===== src/rtl/rxpydecode.sv =====
// RX payload decoder: picks the payload layout from the received TYPE and link mode,
// then walks the decoded bit stream through voice, payload header, body and CRC phases.
module rxpydecode #(
    parameter int HDR_BITS_MAX = 16,
    parameter int CNT_W        = 13
) (
    input  logic        clk_6M,
    input  logic        rstz,
    input  logic        header_done_p,
    input  logic [3:0]  rx_pk_type,
    input  logic        is_BRmode,
    input  logic        is_eSCO,
    input  logic        is_SCO,
    input  logic [9:0]  regi_esco_len,
    input  logic        rx_bit_valid,
    input  logic        rx_bit,
    input  logic        rx_abort,
    output logic [1:0]  py_llid,
    output logic        py_flow,
    output logic [9:0]  py_len,
    output logic [12:0] pylenbit_rx,
    output logic        py_hdr_valid_p,
    output logic        py_data_en,
    output logic        crc_en,
    output logic        py_done_p,
    output logic        len_err_p,
    output logic        busy
);

    typedef enum logic [2:0] {IDLE, VOICE, PYHDR, BODY, CRC} state_t;

    state_t                  state;
    logic [CNT_W-1:0]        cnt;
    logic [HDR_BITS_MAX-1:0] hdr_sr;
    logic                    hdr16;
    logic                    has_crc;
    logic [9:0]              max_len;

    // Layout selected by the incoming header; only consumed on header_done_p
    state_t      nx_state;
    logic        nx_hdr16;
    logic        nx_crc;
    logic        nx_null;
    logic [9:0]  nx_max;
    logic [9:0]  nx_len;
    logic [12:0] nx_bits;

    always_comb begin
        nx_state = IDLE;
        nx_hdr16 = 1'b0;
        nx_crc   = 1'b1;
        nx_null  = 1'b0;
        nx_max   = 10'd0;
        nx_len   = 10'd0;
        nx_bits  = 13'd0;
        case (rx_pk_type)
            4'h0, 4'h1: nx_null = 1'b1;
            4'h2: begin nx_state = BODY; nx_len = 10'd18; nx_bits = 13'd144; end
            4'h3: begin nx_state = PYHDR; nx_max = 10'd17; end
            4'h4: begin
                nx_state = PYHDR;
                nx_hdr16 = !is_BRmode;
                nx_max   = is_BRmode ? 10'd27 : 10'd54;
            end
            4'h5: begin nx_state = BODY; nx_crc = 1'b0; nx_len = 10'd10; nx_bits = 13'd80; end
            4'h6, 4'h7: begin
                if (is_eSCO) begin
                    nx_len   = regi_esco_len;
                    nx_bits  = {regi_esco_len, 3'b000};
                    nx_state = (regi_esco_len == 10'd0) ? CRC : BODY;
                end else begin
                    nx_state = BODY;
                    nx_crc   = 1'b0;
                    nx_len   = rx_pk_type[0] ? 10'd30 : 10'd20;
                    nx_bits  = rx_pk_type[0] ? 13'd240 : 13'd160;
                end
            end
            4'h8: begin
                if (is_SCO) begin
                    nx_state = VOICE;
                    nx_max   = 10'd9;
                end else begin
                    nx_state = PYHDR;
                    nx_hdr16 = 1'b1;
                    nx_max   = 10'd83;
                end
            end
            4'h9: begin nx_state = PYHDR; nx_crc = 1'b0; nx_max = 10'd29; end
            4'hA: begin nx_state = PYHDR; nx_hdr16 = 1'b1; nx_max = is_BRmode ? 10'd121 : 10'd367; end
            4'hB: begin nx_state = PYHDR; nx_hdr16 = 1'b1; nx_max = is_BRmode ? 10'd183 : 10'd552; end
            4'hE: begin nx_state = PYHDR; nx_hdr16 = 1'b1; nx_max = is_BRmode ? 10'd224 : 10'd679; end
            4'hF: begin nx_state = PYHDR; nx_hdr16 = 1'b1; nx_max = is_BRmode ? 10'd339 : 10'd1021; end
            default: begin
                nx_len   = regi_esco_len;
                nx_bits  = {regi_esco_len, 3'b000};
                nx_state = (regi_esco_len == 10'd0) ? CRC : BODY;
            end
        endcase
    end

    // Header bits arrive LSB first, so the oldest bit settles at the bottom of the window
    logic [HDR_BITS_MAX-1:0] hdr_word;
    logic [1:0]              hdr_llid;
    logic                    hdr_flow;
    logic [9:0]              hdr_len;
    logic                    hdr_last;

    assign hdr_word = {rx_bit, hdr_sr[HDR_BITS_MAX-1:1]};
    assign hdr_llid = hdr16 ? hdr_word[1:0] : hdr_word[9:8];
    assign hdr_flow = hdr16 ? hdr_word[2] : hdr_word[10];
    assign hdr_len  = hdr16 ? hdr_word[12:3] : {5'd0, hdr_word[15:11]};
    assign hdr_last = hdr16 ? (cnt == CNT_W'(15)) : (cnt == CNT_W'(7));

    assign busy       = (state != IDLE);
    assign py_data_en = rx_bit_valid & ((state == BODY) | (state == VOICE));
    assign crc_en     = rx_bit_valid & (state == CRC);

    always_ff @(posedge clk_6M or negedge rstz) begin
        if (!rstz) begin
            state          <= IDLE;
            cnt            <= '0;
            hdr_sr         <= '0;
            hdr16          <= 1'b0;
            has_crc        <= 1'b0;
            max_len        <= 10'd0;
            py_llid        <= 2'd0;
            py_flow        <= 1'b0;
            py_len         <= 10'd0;
            pylenbit_rx    <= 13'd0;
            py_hdr_valid_p <= 1'b0;
            py_done_p      <= 1'b0;
            len_err_p      <= 1'b0;
        end else begin
            py_hdr_valid_p <= 1'b0;
            py_done_p      <= 1'b0;
            len_err_p      <= 1'b0;
            if (rx_abort) begin
                state <= IDLE;
                cnt   <= '0;
            end else if (header_done_p) begin
                state     <= nx_state;
                cnt       <= '0;
                hdr16     <= nx_hdr16;
                has_crc   <= nx_crc;
                max_len   <= nx_max;
                py_done_p <= nx_null;
                if (nx_state == BODY || nx_state == CRC) begin
                    py_len      <= nx_len;
                    pylenbit_rx <= nx_bits;
                end
            end else if (rx_bit_valid) begin
                case (state)
                    IDLE: ;
                    VOICE: begin
                        if (cnt == CNT_W'(79)) begin
                            cnt   <= '0;
                            state <= PYHDR;
                        end else begin
                            cnt <= cnt + CNT_W'(1);
                        end
                    end
                    PYHDR: begin
                        hdr_sr <= hdr_word;
                        if (hdr_last) begin
                            cnt            <= '0;
                            py_hdr_valid_p <= 1'b1;
                            py_llid        <= hdr_llid;
                            py_flow        <= hdr_flow;
                            py_len         <= hdr_len;
                            pylenbit_rx    <= {hdr_len, 3'b000};
                            if (hdr_len > max_len) begin
                                len_err_p <= 1'b1;
                                state     <= IDLE;
                            end else if (hdr_len == 10'd0) begin
                                state     <= has_crc ? CRC : IDLE;
                                py_done_p <= !has_crc;
                            end else begin
                                state <= BODY;
                            end
                        end else begin
                            cnt <= cnt + CNT_W'(1);
                        end
                    end
                    BODY: begin
                        if (cnt == CNT_W'(pylenbit_rx - 13'd1)) begin
                            cnt       <= '0;
                            state     <= has_crc ? CRC : IDLE;
                            py_done_p <= !has_crc;
                        end else begin
                            cnt <= cnt + CNT_W'(1);
                        end
                    end
                    CRC: begin
                        if (cnt == CNT_W'(15)) begin
                            cnt       <= '0;
                            state     <= IDLE;
                            py_done_p <= 1'b1;
                        end else begin
                            cnt <= cnt + CNT_W'(1);
                        end
                    end
                    default: state <= IDLE;
                endcase
            end
        end
    end

endmodule


===== config.mk =====
export PLATFORM = sky130hd
export DESIGN_NAME = rxpydecode
export DESIGN_NICKNAME = d
export VERILOG_FILES = /design/src/rtl/rxpydecode.sv
export SDC_FILE = /design/constraint.sdc
export NUM_CORES = 1
export LEC_CHECK = 0
export CORE_MARGIN = 1
export CORE_UTILIZATION = 35
export DETAILED_ROUTE_END_ITERATION = 8
export GPL_ROUTABILITY_DRIVEN = 0
export PLACE_DENSITY = 0.55
export SETUP_SLACK_MARGIN = 0.15
export SYNTH_ARGS = -nofsm -noshare
export SYNTH_HDL_FRONTEND = slang
export SYNTH_SLANG_ARGS = --single-unit

===== constraint.sdc =====
create_clock -name clk_6M -period 4.13 [get_ports clk_6M]
set_input_delay 0.826 -clock clk_6M [delete_from_list [all_inputs] [get_ports clk_6M]]
set_output_delay 0.826 -clock clk_6M [all_outputs]
set_load 0.01 [all_outputs]

==> results.tsv <==
stage	metric	value	unit
outcome	outcome	complete, but fails checks	
outcome	failed_checks	design-rule violations	
die	core_area	11600	µm²
worst_hold_path	min_path_type	reg -> reg	
critical_path	r2r_start	pylenbit_rx[3]	
job	max_cap_violations	0	
yosys	synth_seq_cells	59	
timing	max_freq	0.325	GHz
critical_path	end_kind	output pin	
timing	worst_pin_slew	1070	ps
cells_and_area	drive_gt1_share	10.1	%
routing	dr.pass1.iters	7	
pwr	powerDensity	410	nW/µm²
critical_path	path_class	in -> out	
cts	postCtsHoldBufs	0	
yosys	yosys-top-cells-area	dfrtp_1, mux2_2, nor2_1	
placed_design	hpwl	8360	µm
cts	root_buffer	clkbuf_16	
cells_and_area	fillCellCount	1201	
yosys	ys_seq_area_share	35.1	%
yosys	yosys.area.top_type	dfrtp_1	
yosys	ys_types	69	
routing	wl	11400	µm
worst_hold_path	hp-start	max_len[2]	
timing	rsz0062_at_grt	no	
critical_path	start_kind	primary input	
cts	clk_latency	330	ps
grt	grt_pass1_wl	18900	µm
grt	grt_pass1_vias	3577	
timing	timing.final.crit_share	74.4	%
routing	vias	3791	
cells_and_area	n_antenna_cell	0	
grt	antenna_found_initial	0	
critical_path	r2r-end	cnt[12]	
critical_path	reg2regPathDepth	8	
yosys	syn_avg_cell_area	8.35	µm²
grt	grt_usage	19.2	%
die	die_area	12500	µm²
yosys	syn-cell-area	4210	µm²
grt	grt_max_degree	46	
die	die-width	112	µm
cts	clk_pin_slew_worst_paths	50	ps
placed_design	io_buffers	51	
critical_path	crit_fanout	10	
timing	finalClockSkew	5.83	ps
placed_design	dpl_cell_area	4730	µm²
cts	clockBufferDepth	2	
die	initial_core_util	36.4	%
critical_path	worst-endpoint-required	3300	ps
die	die_height	112	µm
timing	timing.final.hold_violations	0	
cts	postCtsSetupRepairBufs	0	
timing	max-slew-margin-rel	28.6	%
routing	viasPerCell	5.58	
worst_hold_path	min_to	max_len[2]	
routing	postRouteAntennaNets	0	
cells_and_area	fin_util	43.6	%
critical_path	cp.arrival	2250	ps
worst_hold_path	hold_path_depth	2	
yosys	yosysWarnings	0	
die	rows	39	
cells_and_area	syn2layout_area_growth	19.8	%
routing	drc	4	
cts	clock_sinks	59	
cells_and_area	fin_area	5040	µm²
yosys	synthCells	504	
placed_design	dp.cells	663	
routing	post_drt_wl_per_cell	16.9	µm
timing	maxSlewViolCount	0	
pwr	cellLeakagePower	2.11	nW
timing	finalCriticalPeriod	3070	ps
timing	setup_viol	0	
yosys	synthArstFlopShare	100	%
cts	cts-resized-gates	0	
cells_and_area	stdcell_count	679	
cts	numCtsBuffers	9	
critical_path	r2r_slack	1220	ps
cells_and_area	nNetsFinal	566	
cts	h-tree-depth	3	
cts	tritoncts	yes	
timing	tns	0	ps
yosys	synth_edf_count	0	
timing	fin_ws	1060	ps
placed_design	pre_cts_slack	903	ps
die	ios	55	
grt	gr-total-overflow	0	
routing	drt-initial-drc-count	155	
pwr	vdd_drop_max	0.000149	V
yosys	synth-main-ff-cell	dfrtp_1	
yosys	netlist.area_leader.share	35.1	%
flip-flops by register name (all words and copies together), names as in the netlist, 2 cells and up:
| signal | count |
|---|---|
| hdr_sr | 15 |
| cnt | 13 |
| max_len | 10 |
| pylenbit_rx | 10 |
| state | 3 |
| py_llid | 2 |
worst max-delay path, cell delays in order:
cell,delay [ps]
clkdlybuf4s50_1,670
and3_1,220
clkdlybuf4s50_1,530
layout make-up:
class | instances | area (µm²) | share of cell area [%]
clock buffer | 12 | 267 | 5.29
clock inverter | 4 | 47.5 | 0.943
inverter | 20 | 75.1 | 1.49
multi-input combinational | 383 | 2440 | 48.4
sequential | 59 | 1480 | 29.3
tap | 143 | 179 | 3.55
timing repair buffer | 58 | 558 | 11.1
worst max-delay path by stage:
stage / from / to / cells past startpoint
after global routing: header_done_p / state[1] / 7
after floorplan: pylenbit_rx[3] / state[0] / 8
final: rx_bit_valid / crc_en / 3
after global placement: header_done_p / state[1] / 7
after CTS: rx_bit_valid / crc_en / 3
after detailed placement: header_done_p / state[1] / 7
per-layer routing:
layer	GRT usage, %	vias up	routed length (µm)
met2	31.7	76	5600
met3	4.63	13	426
met4	5.77	0	168
li1	-	1864	-
met1	24.9	1838	5250
met5	0	-	0
kinds of logic (layout without fill, tap and decap cells):
group / count (synthesis) / count (layout) / synth area share [%]
compound gates: 128 / 128 / 20.1
xor+xnor: 15 / 15 / 3.12
mux: 25 / 25 / 6.48
other cells: 1 / 3 / 0.0891
flops: 59 / 59 / 35.1
buf+inv: 64 / 94 / 7.16
fa+ha+maj: 12 / 12 / 3.57
simple gates: 200 / 200 / 24.4
stage by stage:
stage | hold WS [ps] | power [mW]
after detailed placement | 478 | 1.29
after CTS | 490 | 2.08
final | 486 | 2.07
after floorplan | 450 | 1.09
after global routing | 516 | 2.18
after global placement | 474 | 1.28
cell usage after synthesis (5+ instances only):
cell type and number:
nor2b_1 12, nand2b_1 11, a22oi_1 10, a21oi_1 33
o21ai_0 31, xnor2_1 10, a31oi_1 8, o211ai_1 6
clkbuf_1 21, nand2_1 36, and2_1 8, xor2_1 5
nor2_1 54, inv_1 20, mux2i_1 7, ha_1 12
mux2_2 18, nor4_1 8, nand3_1 17, buf_4 15
and3_1 15, dfrtp_1 59, nor3_1 17
report_power, final:
part / switching (mW) / internal [mW] / total [mW]
Clock: 0.266 / 0.514 / 0.780
Sequential: 0.102 / 0.639 / 0.741
Combinational: 0.270 / 0.274 / 0.545
Total: 0.639 / 1.43 / 2.07
cells in the final DEF, fill, tap and decap left out, drive strengths merged, types with 3 or more instances in the layout:
| cell type | instances |
|---|---|
| dfrtp | 59 |
| nor2 | 54 |
| clkdlybuf4s50 | 50 |
| nand2 | 36 |
| a21oi | 34 |
| o21ai | 31 |
| inv | 20 |
| mux2 | 18 |
| nor3 | 17 |
| nand3 | 17 |
| and3 | 16 |
| nor2b | 12 |
| ha | 12 |
| clkbuf | 12 |
| nand2b | 11 |
| xnor2 | 10 |
| a22oi | 10 |
| nor4 | 9 |
| and2 | 9 |
| a31oi | 8 |
| buf | 8 |
| mux2i | 7 |
| o211ai | 6 |
| xor2 | 5 |
| nand4 | 4 |
| a21o | 4 |
| o22ai | 3 |
| a32oi | 3 |
| a22o | 3 |
| conb | 3 |
Power figures use the tool's default switching activity.
